File: src/rtl/log_mem_pkg.sv
// ---------------------------------------------------------------------------
// log_mem_pkg
// Shared definitions for the log memory controller: default sample and
// address widths, and the controller state encoding.
// ---------------------------------------------------------------------------
package log_mem_pkg;

  localparam int DEF_NB_DATA = 16;
  localparam int DEF_NB_ADDR = 10;

  // IDLE : nothing in progress, capture may be partial or empty
  // LOG  : capturing samples into memory
  // FULL : capture reached DEPTH entries, waiting for run/read
  // READ : streaming captured samples back out
  typedef enum logic [1:0] {
    ST_IDLE = 2'd0,
    ST_LOG  = 2'd1,
    ST_FULL = 2'd2,
    ST_READ = 2'd3
  } state_t;

endpackage

File: src/rtl/log_mem_ctrl_edge_detect.sv
// ---------------------------------------------------------------------------
// edge_detect
// Rising-edge detector for a slow level input (toggled button state).
// The edge is the current level compared against a one-cycle-delayed copy.
// Ports:
//   clock  : rising-edge clock
//   reset  : asynchronous active-high reset, clears the delayed copy
//   level  : level input to watch
//   rise   : high for the cycle in which level is 1 and was 0 one clock ago
// Because the delayed copy resets to 0, a level that is already high when
// reset is released reports a rise on the first clock.
// ---------------------------------------------------------------------------
module edge_detect (
  input  logic clock,
  input  logic reset,
  input  logic level,
  output logic rise
);

  logic level_d;

  // NOTE: asynchronous reset belongs in the sensitivity list; the reset
  // branch must come first so it overrides the clocked update.
  always_ff @(posedge clock or posedge reset) begin
    if (reset) begin
      level_d <= 1'b0;
    end else begin
      level_d <= level;
    end
  end

  assign rise = level & ~level_d;

endmodule

File: src/rtl/log_mem_ctrl.sv
// ---------------------------------------------------------------------------
// log_mem_ctrl
// Captures a stream of samples into an external synchronous memory and reads
// them back out on request.
//   - i_run rising edge starts a capture; samples strobed by i_valid are
//     written at consecutive addresses until DEPTH entries are stored (FULL)
//     or i_run drops (partial capture, back to IDLE).
//   - i_read rising edge replays the captured entries, one per cycle.
// Ports:
//   i_clock, i_reset      : clock, asynchronous active-high reset
//   i_run, i_read         : level inputs, rising edges start capture/read-out
//   i_valid, i_data       : incoming sample strobe and value
//   o_mem_we, o_mem_addr, o_mem_wdata, i_mem_rdata : memory port
//                           (read data valid one cycle after the address)
//   o_data, o_data_valid  : read-out sample and strobe
//   o_full                : last capture stored DEPTH entries
//   o_busy                : capture or read-out in progress
// ---------------------------------------------------------------------------
module log_mem_ctrl
  import log_mem_pkg::*;
#(
  parameter int NB_DATA = DEF_NB_DATA,
  parameter int NB_ADDR = DEF_NB_ADDR
) (
  input  logic               i_clock,
  input  logic               i_reset,
  input  logic               i_run,
  input  logic               i_read,
  input  logic               i_valid,
  input  logic [NB_DATA-1:0] i_data,
  output logic               o_mem_we,
  output logic [NB_ADDR-1:0] o_mem_addr,
  output logic [NB_DATA-1:0] o_mem_wdata,
  input  logic [NB_DATA-1:0] i_mem_rdata,
  output logic [NB_DATA-1:0] o_data,
  output logic               o_data_valid,
  output logic               o_full,
  output logic               o_busy
);

  localparam int DEPTH = 1 << NB_ADDR;

  // One extra bit so a full capture (DEPTH entries) is representable.
  typedef logic [NB_ADDR:0] count_t;

  localparam count_t LAST_IDX  = count_t'(DEPTH - 1);
  localparam count_t DEPTH_CNT = count_t'(DEPTH);

  state_t state, state_nxt;
  count_t wr_count;   // entries stored by the current/last capture
  count_t rd_ptr;     // address currently presented during READ

  logic run_rise, read_rise;
  logic start_log, start_read, do_write, do_read;
  logic wr_last, rd_last;

  // -------------------------------------------------------------------------
  // Edge detection on the two button levels
  // -------------------------------------------------------------------------
  edge_detect u_run_edge (
    .clock (i_clock),
    .reset (i_reset),
    .level (i_run),
    .rise  (run_rise)
  );

  edge_detect u_read_edge (
    .clock (i_clock),
    .reset (i_reset),
    .level (i_read),
    .rise  (read_rise)
  );

  assign wr_last = (wr_count == LAST_IDX);
  assign rd_last = (rd_ptr == wr_count - 1'b1);

  // -------------------------------------------------------------------------
  // State register
  // -------------------------------------------------------------------------
  always_ff @(posedge i_clock or posedge i_reset) begin
    if (i_reset) begin
      state <= ST_IDLE;
    end else begin
      state <= state_nxt;
    end
  end

  // -------------------------------------------------------------------------
  // Next-state logic
  // -------------------------------------------------------------------------
  // NOTE: assigning a default before the case keeps every path driven, so no
  // latch is inferred when a branch leaves the state unchanged.
  always_comb begin
    state_nxt = state;
    case (state)
      ST_IDLE, ST_FULL: begin
        // A run edge takes priority over a coincident read edge.
        if (run_rise) begin
          state_nxt = ST_LOG;
        end else if (read_rise && (wr_count != '0)) begin
          state_nxt = ST_READ;
        end
      end
      ST_LOG: begin
        // Filling the last entry wins over i_run dropping in the same cycle.
        if (i_valid && wr_last) begin
          state_nxt = ST_FULL;
        end else if (!i_run) begin
          state_nxt = ST_IDLE;
        end
      end
      ST_READ: begin
        if (rd_last) begin
          state_nxt = (wr_count == DEPTH_CNT) ? ST_FULL : ST_IDLE;
        end
      end
      default: state_nxt = ST_IDLE;
    endcase
  end

  // -------------------------------------------------------------------------
  // Output / control decode
  // -------------------------------------------------------------------------
  always_comb begin
    start_log  = 1'b0;
    start_read = 1'b0;
    do_write   = 1'b0;
    do_read    = 1'b0;
    o_busy     = 1'b0;
    case (state)
      ST_IDLE, ST_FULL: begin
        start_log  = run_rise;
        start_read = !run_rise && read_rise && (wr_count != '0);
      end
      ST_LOG: begin
        o_busy   = 1'b1;
        do_write = i_valid;
      end
      ST_READ: begin
        o_busy  = 1'b1;
        do_read = 1'b1;
      end
      default: ;
    endcase
  end

  // -------------------------------------------------------------------------
  // Datapath: counters and registered memory port
  // -------------------------------------------------------------------------
  // NOTE: clocked state uses non-blocking assignments so every register
  // samples the pre-edge values regardless of statement order.
  always_ff @(posedge i_clock or posedge i_reset) begin
    if (i_reset) begin
      wr_count     <= '0;
      rd_ptr       <= '0;
      o_mem_we     <= 1'b0;
      o_mem_addr   <= '0;
      o_mem_wdata  <= '0;
      o_data_valid <= 1'b0;
      o_full       <= 1'b0;
    end else begin
      // Write strobe and read-out strobe are each one cycle behind the
      // decision that causes them.
      o_mem_we     <= do_write;
      o_data_valid <= do_read;

      if (start_log) begin
        wr_count <= '0;
        o_full   <= 1'b0;
      end else if (do_write) begin
        wr_count    <= wr_count + 1'b1;
        o_mem_addr  <= wr_count[NB_ADDR-1:0];
        o_mem_wdata <= i_data;
        if (wr_last) begin
          o_full <= 1'b1;
        end
      end

      // The first read address is presented in the first READ cycle; each
      // READ cycle then advances to the next one until the last entry.
      if (start_read) begin
        rd_ptr     <= '0;
        o_mem_addr <= '0;
      end else if (do_read && !rd_last) begin
        rd_ptr     <= rd_ptr + 1'b1;
        o_mem_addr <= rd_ptr[NB_ADDR-1:0] + 1'b1;
      end
    end
  end

  // Read data arrives one cycle after its address, which is exactly the
  // cycle o_data_valid is high; outside those cycles o_data is held at 0.
  assign o_data = o_data_valid ? i_mem_rdata : '0;

endmodule

File: config.mk
export PLATFORM = sky130hd
export DESIGN_NAME = log_mem_ctrl
export DESIGN_NICKNAME = d
export VERILOG_FILES = /design/src/rtl/log_mem_pkg.sv /design/src/rtl/log_mem_ctrl_edge_detect.sv /design/src/rtl/log_mem_ctrl.sv
export SDC_FILE = /design/constraint.sdc
export NUM_CORES = 1
export LEC_CHECK = 0
export ABC_AREA = 1
export CAP_MARGIN = 5
export CORE_ASPECT_RATIO = 0.5
export CORE_MARGIN = 1
export CORE_UTILIZATION = 35
export CTS_CLUSTER_SIZE = 30
export DETAILED_ROUTE_END_ITERATION = 16
export HOLD_SLACK_MARGIN = 0.12
export MAX_ROUTING_LAYER = met4
export PLACE_DENSITY = 0.6
export SYNTH_ARGS = -nofsm -noshare
export SYNTH_HDL_FRONTEND = slang
export SYNTH_SLANG_ARGS = --single-unit
File: constraint.sdc
create_clock -name i_clock -period 4.1 [get_ports i_clock]
set_clock_uncertainty 0.2 [all_clocks]
set_input_delay 0.82 -clock i_clock [delete_from_list [all_inputs] [get_ports i_clock]]
set_output_delay 0.82 -clock i_clock [all_outputs]
set_load 0.02 [all_outputs]
# Word-level counts from Yosys, hierarchy flattened
# Index checks and enable logic that the tools add are counted.
[word_totals]
word_cells = 72
in_bits = 37
output_inout_bits = 46
regBits = 55
[classes]
n_eq_ne = 10
muxes = 24
bitwise_logic = 5
add_sub_neg = 4
reduce_logical = 19
[ops]
columns = ["operator", "n"]
rows = [
  ["11-bit 2-to-1 mux", 4],
  ["10-bit 2-to-1 mux", 4],
  ["11-bit by 1-bit adder with 11-bit output (second input constant)", 2],
  ["16-bit 2-to-1 mux", 1],
  ["2-bit 2-to-1 mux", 6],
  ["11-bit by 10-bit == test with 1-bit output (second input constant)", 1],
  ["11-bit == test", 1],
  ["11-bit == test (second input constant)", 1],
  ["11-bit nonzero test", 1],
  ["11-bit by 1-bit subtractor with 11-bit output (second input constant)", 1],
  ["10-bit by 1-bit adder with 10-bit output (second input constant)", 1],
  ["1-bit 2-to-1 mux", 8],
  ["3-bit != test (second input constant)", 2],
  ["2-bit case mux with 3 select lines", 1],
  ["2-bit AND reduction", 3],
  ["2-bit nonzero test", 3],
  ["1-bit logical AND", 5],
  ["2-bit == test (second input constant)", 2],
  ["2-bit OR reduction", 2],
  ["3-bit by 1-bit != test with 1-bit output (second input constant)", 1],
  ["1-bit NOT", 3],
  ["3-bit AND reduction", 1],
  ["3-bit nonzero test", 1],
  ["1-bit bitwise AND", 2],
  ["4 further kinds", 5],
]

# Longest topological paths before layout
[logic_depth]
ltp_word = 8
mapped_depth = 17
depth_no_buf = 16

# Modules after synthesis
# From an unflattened synthesis, not the netlist that was laid out.
[unflattened]
cells_unflattened = 444
hier_area_um2 = 3210.6
[by_module_without_submodules]
columns = ["mod", "area_per_inst_um2", "cells_per_inst", "seq_area_each_um2", "n_inst"]
rows = [
  ["log_mem_ctrl", 3133.0, 436, 1326.3, 1],
  ["edge_detect", 38.8, 4, 25.0, 2],
]

# Worst setup path after synthesis
# No wires, ideal clock.
[synth_timing]
kind = "register to output"
from = "register o_data_valid"
to = "output o_data[10]"
n_path_buf = 2
t_arrival_ns = 1.157
stages_incl_launch_ff = 5
required_time_ns = 3.080
slack_ns = 1.923
path_cell_list = "dfrtp_1 clkbuf_1 clkbuf_1 nand2_1 inv_1"
[synth_between]
elab_chain_cells = 1
[synth_rtl]
columns = ["item", "line", "source"]
rows = [
  ["start: declaration", "log_mem_ctrl.sv:36", "output logic o_data_valid,"],
  ["start signal: assignment", "log_mem_ctrl.sv:165", "o_data_valid <= do_read;"],
  ["16-bit 2-to-1 mux", "log_mem_ctrl.sv:193", "assign o_data = o_data_valid ? i_mem_rdata : '0;"],
  ["end: declaration", "log_mem_ctrl.sv:35", "output logic [NB_DATA-1:0] o_data,"],
]
# Every way passes these cells.

# Worst setup path after layout
[layout_timing]
from = "input i_mem_rdata[7]"
to = "output o_data[7]"
[layout_between]
elab_chain_cells = 1
[layout_rtl]
columns = ["item", "line", "source"]
rows = [
  ["start: declaration", "log_mem_ctrl.sv:34", "input logic [NB_DATA-1:0] i_mem_rdata,"],
  ["16-bit 2-to-1 mux", "log_mem_ctrl.sv:193", ""],
]
# Every way passes these cells.

==> results by group <==
Worst setup path
  • Worst path arrival time: about 2000 ps
  • CP cell instances: clkdlybuf4s50_1 -> nand2_1 -> inv_1 -> clkdlybuf4s50_1
  • Slowest library cell on the worst path: clkdlybuf4s50_1
  • WS Path Type: in -> out
  • Worst path most repeated cell: clkdlybuf4s50_1
  • Worst setup SP type: input pin
  • Worst Path Required: 3080 ps
  • Largest stage delay, worst path: between 500 and 600 ps
  • CP max FO: 1
  • Crit end category: output port

Die
  • FP Rows: 23
  • Core footprint: 8320 um2
  • Full die area: 9330 um2
  • Chip Height: around 70 um
  • Initial Utilization: 0.376
  • Boundary Pins: 83
  • Die W: 136 um

CTS
  • CTS tree: done
  • Root buf cell: clkbuf_16
  • Clk slew on worst S/H paths: 70 ps
  • Worst-skew pair later-pin latency: approximately 300 ps
  • CTS Sinks: 55
  • Num CTS Buffers: 5
  • H-tree levels: 2
  • Hold_buf cts: 0
  • CTS Buffer Depth: 2
  • Post-cts resize count: 0
  • Postcts setup bufs: 0

Detailed routing
  • Drc violations: 0
  • ANT nets after route: 0
  • Drt first-iter violations: 160
  • Wire per inst: 11.9 um
  • Via count: 3017
  • Total Routed Length: roughly 7600 um
  • Vias per cell: 4.70
  • Drt pass-1 iters: 4

Cells and area
  • N_diodes: 0
  • Layout cell share with drive strength beyond 1: 0.0491
  • Most common cell after layout, fill and taps aside: nand2_1
  • Fin cells: between 600 and 700
  • Area growth, synth to finish: 34.2%
  • Final core utilization: 0.504
  • Fillers: 818
  • Final #Nets: 569
  • Most frequent cells in the layout: nand2_1, clkdlybuf4s50_1, dfrtp_1, inv_1, nand3_1

Timing
  • Setup repair after global routing missed its margin: no
  • Slew headroom: 0.677
  • Worst Tran Pin Value: 482 ps
  • Period utilization: 0.736
  • Final Max Slew Viols: 0
  • Maximum clock rate: 0.331 GHz
  • Final Hold Fails: 0
  • Fin crit period: 3020 ps
  • Endpoints failing setup: 0
  • Sum Neg Setup Slack: 0 ps
  • WHS: 278 ps

Pwr
  • Power Dens Cells: 694 nW/um2
  • Max IR drop VDD: 0.000330 V
  • Power, Total: 0.00291 W
  • Leakage power: between 2 and 2.5 nW

GRT
  • Total track usage: 0.184
  • GRT overflow: 0
  • First-pass GRT wire length: 12900 um
  • Initial antenna violation count: 0
  • Vias in the first global route: ~2.8k
  • Largest net degree at the start of global routing: 24

Synthesis
  • Synth cell types: 28
  • Async SR Flop Fraction: 1.00
  • Mux contribution to synthesized area: 0
  • Synth Flop Type: dfrtp_1
  • Compound-cell area share of the yosys netlist: 0.0765
  • Synth Area in XOR/XNOR: 0.0140
  • Post-synthesis sequential area ratio: 0.441
  • Largest family of logic cells by synthesized area: simple AND/OR/NAND/NOR gates
  • Ys Warns: 0
  • Simple-Gate Fraction of Synth Area: 0.362
  • Register bit count reported by yosys: 55
  • Post-Syn Area: 3120 um2
  • Post-Synthesis Cells: between 400 and 500
  • Post-Synth Adder-Cell Area: 0.0120
  • Avg Cell Area, Syn: 6.96 um2
  • Number of synthesized flops with an enable pin: 0
  • Syn nets: 489

Outcome
  • Status: finished clean

Place
  • Final Wtd Congestion: 0.826
  • Placed Cells: 634
  • Dpl hpwl: 5730 um
  • Buffers on Ports: 82

Run
  • Max-cap violations: 0

Hold path
  • Tightest Hold Check Type: reg -> reg
-- final timing paths --
path                       slack, ps            from  depth (start not counted)              to
min                              280   o_mem_addr[9]                          2   o_mem_addr[9]
max                             1080  i_mem_rdata[7]                          4       o_data[7]
min reg2reg                      280   o_mem_addr[9]                          2   o_mem_addr[9]
max in group asynchronous       2510         i_reset                          3       rd_ptr[8]
min in group asynchronous        580         i_reset                          2  o_mem_wdata[6]
max reg2reg                     1160     wr_count[0]                         14   o_mem_addr[8]
-- cells by family (layout without fill, tap and decap cells) --
family | Yosys count | count (layout)
XOR/XNOR | 5 | 5
AO/OA/AOI/OAI | 46 | 46
AND/OR/NAND/NOR | 267 | 267
adder cells (fa/ha/maj) | 3 | 3
buffers and inverters | 73 | 154
flip-flops | 55 | 55
-- synth_stat cells (2+ instances only) --
library cell / n / area, um2
o22ai_1: 3 / 18.8
inv_1: 55 / 206
nand3_2: 3 / 30.0
buf_6: 2 / 22.5
nand2_4: 2 / 22.5
inv_2: 4 / 15.0
dfrtp_1: 55 / 1380
o21ai_1: 3 / 15.0
nand4_1: 6 / 37.5
nand3b_1: 2 / 15.0
nor2_2: 3 / 18.8
nand3_1: 38 / 190
xor2_1: 4 / 35.0
o21ai_0: 18 / 90.1
buf_2: 3 / 15.0
nor3_1: 7 / 35.0
a21oi_1: 20 / 100
nand2_1: 178 / 668
nor2_1: 25 / 93.8
clkbuf_1: 8 / 30.0
ha_1: 3 / 37.5
-- power by group --
part | switching, W | internal [W]
Sequential | 0.000179 | 0.000738
Clock | 0.000200 | 0.000229
Combinational | 0.000930 | 0.000633
-- layout make-up --
| cell class | count | area [um2] | share of cell area |
|---|---|---|---|
| clock inverters | 2 | 17.5 | 0.00418 |
| repair buffers | 87 | 858 | 0.205 |
| multi-input cells | 321 | 1450 | 0.346 |
| well taps | 112 | 140 | 0.0334 |
| inverters | 59 | 221 | 0.0528 |
| clock buffers | 6 | 129 | 0.0307 |
| flip-flops and latches | 55 | 1380 | 0.328 |
-- through the flow --
stage	area (um2)	setup slack [ps]
floorplan	3120	1740
global placement	4050	1070
detailed placement	4050	1080
CTS	4190	1070
global route	4190	796
finish	4190	1080
-- state kept, by name, indices dropped and copies added, names as in the netlist --
register / flops
rd_ptr: 11
o_mem_addr: 10
u_read_edge.level_d: 1
u_run_edge.level_d: 1
state: 2
o_mem_we: 1
wr_count: 11
o_mem_wdata: 16
o_full: 1
o_data_valid: 1
-- routing by layer --
metal  track usage  up-vias  routed length (um)
met1         0.237     1361                3910
met3        0.0439        7                 544
met5             -        -                   0
met4        0.0646        0                  93
li1              -     1560                   -
met2         0.287       89                3090
-- critical path, delay by kind of cell --
family,cells,cell delay (ps)
buf+inv,3,1120
simple gates,1,60
(Power assumes the default switching activity.)
